--- config.mk ---
export PLATFORM = sky130hd
export DESIGN_NAME = ps2_key_decoder
export DESIGN_NICKNAME = d
export VERILOG_FILES = /design/src/rtl/ps2_key_decoder.sv
export SDC_FILE = /design/constraint.sdc
export NUM_CORES = 1
export LEC_CHECK = 0
export CAP_MARGIN = 20
export CORE_ASPECT_RATIO = 1.1
export CORE_UTILIZATION = 40
export DETAILED_ROUTE_END_ITERATION = 10
export PLACE_DENSITY = 0.68
export SETUP_SLACK_MARGIN = 0.2
export SYNTH_ARGS = -nofsm -noshare
export SYNTH_HDL_FRONTEND = slang
export SYNTH_SLANG_ARGS = --single-unit
export TNS_END_PERCENT = 10
--- constraint.sdc ---
create_clock -name controller_clk -period 1.78 [get_ports controller_clk]
set_input_delay 0.356 -clock controller_clk [delete_from_list [all_inputs] [get_ports controller_clk]]
set_output_delay 0.356 -clock controller_clk [all_outputs]
set_load 0.1 [all_outputs]
--- src/rtl/ps2_key_decoder.sv ---
// PS/2 keyboard receiver: decodes frames into a held-key map for ten game keys.
// Optional odd-parity rejection is enabled by defining PS2_PARITY_CHECK_EN.
module ps2_key_decoder #(
    parameter int TIMEOUT_CYCLES = 2000
) (
    input  logic       controller_clk,
    input  logic       i_rst_n,
    input  logic       i_ps2_clk,
    input  logic       i_ps2_data,
    output logic [9:0] o_keyboard_status,
    output logic [7:0] o_scan_code,
    output logic       o_code_valid,
    output logic       o_frame_error
);

    localparam int WDW = $clog2(TIMEOUT_CYCLES + 1);

    typedef enum logic [1:0] {IDLE, DATA, PARITY, STOP} state_t;

    state_t          state_q, state_d;
    logic            clk_meta_q, clk_sync_q, clk_prev_q;
    logic            dat_meta_q, dat_sync_q;
    logic [7:0]      shift_q, shift_d;
    logic [2:0]      bit_cnt_q, bit_cnt_d;
    logic [WDW-1:0]  wd_q, wd_d;
    logic [9:0]      status_q, status_d;
    logic [7:0]      scan_q, scan_d;
    logic            valid_q, valid_d;
    logic            err_q, err_d;
    logic            brk_q, brk_d;
    logic            ext_q, ext_d;
    logic            fall_edge;
    logic            timeout;
    logic [9:0]      key_mask;
`ifdef PS2_PARITY_CHECK_EN
    logic            parity_q, parity_d;
`endif

    always_ff @(posedge controller_clk or negedge i_rst_n) begin
        if (!i_rst_n) begin
            clk_meta_q <= 1'b1;
            clk_sync_q <= 1'b1;
            clk_prev_q <= 1'b1;
            dat_meta_q <= 1'b1;
            dat_sync_q <= 1'b1;
        end else begin
            clk_meta_q <= i_ps2_clk;
            clk_sync_q <= clk_meta_q;
            clk_prev_q <= clk_sync_q;
            dat_meta_q <= i_ps2_data;
            dat_sync_q <= dat_meta_q;
        end
    end

    assign fall_edge = clk_prev_q & ~clk_sync_q;
    // An edge arriving on the expiry cycle keeps the frame alive.
    assign timeout   = (state_q != IDLE) && !fall_edge && (wd_q == WDW'(TIMEOUT_CYCLES - 1));

    always_comb begin
        case (shift_q)
            8'h1D:   key_mask = 10'h001;
            8'h1B:   key_mask = 10'h002;
            8'h1C:   key_mask = 10'h004;
            8'h23:   key_mask = 10'h008;
            8'h43:   key_mask = 10'h010;
            8'h42:   key_mask = 10'h020;
            8'h3B:   key_mask = 10'h040;
            8'h4B:   key_mask = 10'h080;
            8'h29:   key_mask = 10'h100;
            8'h5A:   key_mask = 10'h200;
            default: key_mask = 10'h000;
        endcase
    end

    always_ff @(posedge controller_clk or negedge i_rst_n) begin
        if (!i_rst_n) state_q <= IDLE;
        else          state_q <= state_d;
    end

    always_comb begin
        state_d = state_q;
        if (timeout) begin
            state_d = IDLE;
        end else if (fall_edge) begin
            case (state_q)
                IDLE:    if (!dat_sync_q) state_d = DATA;
                DATA:    if (bit_cnt_q == 3'd7) state_d = PARITY;
                PARITY:  state_d = STOP;
                default: state_d = IDLE;
            endcase
        end
    end

    always_comb begin
        shift_d   = shift_q;
        bit_cnt_d = bit_cnt_q;
        status_d  = status_q;
        scan_d    = scan_q;
        valid_d   = 1'b0;
        err_d     = 1'b0;
        brk_d     = brk_q;
        ext_d     = ext_q;
`ifdef PS2_PARITY_CHECK_EN
        parity_d  = parity_q;
`endif
        wd_d = (state_q == IDLE || fall_edge) ? '0 : wd_q + WDW'(1);
        if (timeout) begin
            err_d = 1'b1;
            brk_d = 1'b0;
            ext_d = 1'b0;
        end else if (fall_edge) begin
            case (state_q)
                IDLE: bit_cnt_d = 3'd0;
                DATA: begin
                    shift_d   = {dat_sync_q, shift_q[7:1]};
                    bit_cnt_d = bit_cnt_q + 3'd1;
                end
                PARITY: begin
`ifdef PS2_PARITY_CHECK_EN
                    parity_d = dat_sync_q;
`endif
                end
                default: begin
                    if (!dat_sync_q) begin
                        err_d = 1'b1;
`ifdef PS2_PARITY_CHECK_EN
                    end else if (!(^{shift_q, parity_q})) begin
                        err_d = 1'b1;
`endif
                    end else begin
                        valid_d = 1'b1;
                        scan_d  = shift_q;
                        if (shift_q == 8'hF0) begin
                            brk_d = 1'b1;
                        end else if (shift_q == 8'hE0) begin
                            ext_d = 1'b1;
                        end else begin
                            if (!ext_q)
                                status_d = brk_q ? (status_q & ~key_mask) : (status_q | key_mask);
                            brk_d = 1'b0;
                            ext_d = 1'b0;
                        end
                    end
                end
            endcase
        end
    end

    always_ff @(posedge controller_clk or negedge i_rst_n) begin
        if (!i_rst_n) begin
            shift_q   <= '0;
            bit_cnt_q <= '0;
            wd_q      <= '0;
            status_q  <= '0;
            scan_q    <= '0;
            valid_q   <= 1'b0;
            err_q     <= 1'b0;
            brk_q     <= 1'b0;
            ext_q     <= 1'b0;
`ifdef PS2_PARITY_CHECK_EN
            parity_q  <= 1'b0;
`endif
        end else begin
            shift_q   <= shift_d;
            bit_cnt_q <= bit_cnt_d;
            wd_q      <= wd_d;
            status_q  <= status_d;
            scan_q    <= scan_d;
            valid_q   <= valid_d;
            err_q     <= err_d;
            brk_q     <= brk_d;
            ext_q     <= ext_d;
`ifdef PS2_PARITY_CHECK_EN
            parity_q  <= parity_d;
`endif
        end
    end

    assign o_keyboard_status = status_q;
    assign o_scan_code       = scan_q;
    assign o_code_valid      = valid_q;
    assign o_frame_error     = err_q;

endmodule

==> run summary <==
The flow ran to the end, and the final reports show no timing, DRC or antenna violations. For this block, the routed nets add up to 3.98 mm of wire. The total of buffers placed on input and output ports was 23. The tools report the number of library cell types mapped by synthesis as 38. Share of post-route cells with drive strength above 1: 0.224. Walking the worst path, the cells encountered are ha_1, nand4b_1, buf_4, nor4b_4, nand3_1, mux2i_1. The global placement routability congestion is 0.718.

After detailed routing, the met3 layer carries 126 um of wire. The logs give 0 for the count of final max-slew check failures and 2 for the maximum buffer depth of the clock tree. The placement row count came out at 28. The clock period could shrink to 1.61 ns. The detailed router finished its first iteration with 63 violations. Overall routing resource usage: 0.151. From bottom edge to top edge, the die measures 81.6 um.

The number of clock sinks seen by CTS is 51, and the layout net count is 253. The finished cells cover 0.00296 mm2. The largest individual stage delay along the critical path comes from the cell dfrtp_1. For the footprint of the flip-flops and latches, the log shows 0.00128 mm2. The tools report the data required time at the worst endpoint as 1.96 ns. The synthesized design contains 0 enable-type register cells.

The logs give 0.422 for the initial core utilization and 0 for the number of resized instances in the post-cts repair step. Post-CTS clock slew at the launch and capture registers of the worst setup and hold paths: 0.09 ns. In the layout the commonest cells are dfrtp_1 (46), nand2_1 (39), buf_12 (21), nor2_1 (17), inv_1 (10). Post-synthesis cell type with the largest combined area: dfrtp_1. The run gives 24 as the number of top-level design ports.

Path category of the worst min-delay check: in2async. The number of buffers created by CTS was 5. The total via count in the routed design was 1599.

For the final routed database, the setup TNS stands at 0 ns. By area the synthesized netlist is led by dfrtp_1 (50%), nand2_1 (6.4%), dfstp_2 (5.7%), ha_1 (4.3%), mux2_2 (3.9%). The share of the core filled with cells is 0.542, and the number of H-tree levels is 2.

Setup violations remaining at the end of the flow were counted as 0. The logs give 0 for the number of hold buffers added after CTS and 1.78 ns for the arrival time at the worst endpoint. After detailed routing, the met2 layer carries 1.95 mm of wire. The repair_antennas step left the layout with diodes totalling 0. On the worst path, the slowest cell contributes a delay of 0.42 ns. The type of element capturing the critical path is a register. The number of global-route vias before repair is 1533, and the post-synthesis sequential element count is 51. Leaving out fill and tap cells, the most frequent cell in the layout is dfrtp_1. Across the VDD grid, the largest voltage drop is 0.584 mV. The via density per instance is 5.06. The portion of the clock cycle consumed by the worst path in the final layout is 0.902, and the number of instances in the synthesized netlist is 211. The predominant post-synthesis flop cell is dfrtp_1.

The later-pin clock latency in the skew report came out at 0.30 ns. The depth of the worst register-to-register path works out to 6. The count of warnings emitted by yosys was 0; the standard cell core area was 0.00547 mm2. The floorplan step set the die width to 74.4 um. The run gives 0.556 as the sequential-to-total area share from yosys stat. The startpoint identified for the worst register-to-register timing path is state_q[0]$_DFFE_PN0P_.

Power spread over the standard cell area amounts to 1150 mW/mm2. The layout has 502 filler cells. The setup path with the least slack is of type reg2reg. Entering global routing, the biggest net connects 52 pins. The async set-reset flop share out of synthesis is 1.00, and the final worst clock skew is 0.0114 ns. The number of endpoints with negative hold slack in the final report is 0, and the post-synthesis average cell area is 10.9 um2. The run gives 0.623 GHz as the highest attainable clock frequency.

The run gives 0 as the remaining antenna violation count after routing. The die outline area came out at 0.00607 mm2. The setup slack after placement is 0.141 ns, and the transition time at the pin with the least slew margin is 0.375 ns. TritonCTS built the clock tree. The first global-routing pass estimated 6.96 mm of wire.

The number of antenna violations at the first check in global routing was 0. Setup repair after global routing could not meet its margin everywhere. Mean routed wirelength per cell: 12.6 um. Of all nets on the critical path, the largest fanout is 5. The setup check on the worst reg-to-reg path leaves a slack of 0.17 ns. The analysis attributes to cell leakage a power of 1.41 nW. For the final worst setup slack, the log shows 0.175 ns. After legalization and detailed placement, the total HPWL measured 2.77 mm. The number of nets in the synthesized netlist is 223. The total overflow left after global routing is 0. The worst setup path is launched from a register. The top layer used by detailed routing is met4. The max-cap violation count came out at 0. The multi-input combinational cells in the finished layout cover a total of 943 um2.

The detailed-route DRC error count is 0. Relative to the synthesized area, the layout overhead comes to 28.5%. For this run, the detailed router's first-pass iteration total came to 4.

The placement-stage cell area came out at 0.00285 mm2. The tree is rooted in a clkbuf_8. Area of the mapped netlist: 0.00230 mm2.

The share of the synthesized area in the top cell type is 0.499. The met1 wire length is 1.82 mm. The run gives 0.750 as the remaining max-slew budget at the tightest pin.
==> per-layer routing <==
metal,vias up,track usage
li1,771,-
met5,-,0
met3,10,0.0258
met4,0,0.0566
met1,783,0.184
met2,35,0.266
==> synthesized netlist by cell type, types with 5 or more instances <==
library cell and number:
nand2_1 39, inv_1 10, nand4_1 5, xor2_1 5
mux2_2 8, dfrtp_1 46, o21ai_0 6, nand3_1 9
nor2_1 17, ha_1 8, mux2i_1 7, dfstp_2 5
nor3_1 5
==> kinds of logic (layout without fill, tap and decap cells) <==
family / after synthesis / count (layout) / share of synthesized area
simple gates: 96 / 96 / 0.223
flops: 51 / 51 / 0.556
buf+inv: 18 / 48 / 0.0342
compound gates: 15 / 15 / 0.0434
mux: 15 / 15 / 0.0695
fa+ha+maj: 8 / 8 / 0.0434
xor+xnor: 8 / 8 / 0.0304
==> layout make-up <==
type                            count  share of cell area
Sequential cell                    51               0.433
Clock inverter                      2              0.0127
Timing Repair Buffer               31               0.168
Tap cell                           75              0.0317
Clock buffer                        5              0.0232
Inverter                           10              0.0127
Multi-Input combinational cell    142               0.319
==> worst max-delay path, delay by kind of cell (launching register included) <==
| family | cells | cell delay, ns |
|---|---|---|
| flip-flops | 1 | 0.42 |
| multiplexers | 1 | 0.14 |
| AND/OR/NAND/NOR | 3 | 0.55 |
| adder cells (fa/ha/maj) | 1 | 0.19 |
| buffers and inverters | 1 | 0.19 |
==> report_power, final <==
part           leakage [nW]  internal (mW)  switching [mW]  total, mW
logic                 0.678          0.426           0.583       1.01
clock network        0.0502          0.411           0.367      0.778
registers             0.679           1.35           0.270       1.62
total                  1.41           2.18            1.22       3.40
==> worst max-delay path by stage <==
stage,start,end,slack [ns],depth (start not counted)
floorplan,state_q[0]$_DFFE_PN0P_,brk_q$_DFFE_PN0P_,0.28,5
global placement,state_q[0]$_DFFE_PN0P_,brk_q$_DFFE_PN0P_,0.21,5
detailed placement,state_q[0]$_DFFE_PN0P_,o_frame_error$_DFF_PN0_,0.14,5
CTS,state_q[1]$_DFFE_PN0P_,register,0.15,6
global route,state_q[1]$_DFFE_PN0P_,register,0.01,6
finish,state_q[0]$_DFFE_PN0P_,register,0.17,6
==> stage by stage <==
stage	instances	hold WS [ns]	power (mW)
CTS	315	0.0401	3.42
floorplan	211	0.0604	2.27
global placement	308	0.346	2.61
finish	316	0.0304	3.40
global route	316	0.0382	3.61
detailed placement	308	0.347	2.64
==> timing repair <==
action                                  4_1_cts  5_1_grt
endpoints found under the setup margin        8       21
setup buffers                                 0        1
endpoints found under the hold margin         0        0
pin swaps                                     1        0
Power figures use the tool's default switching activity.
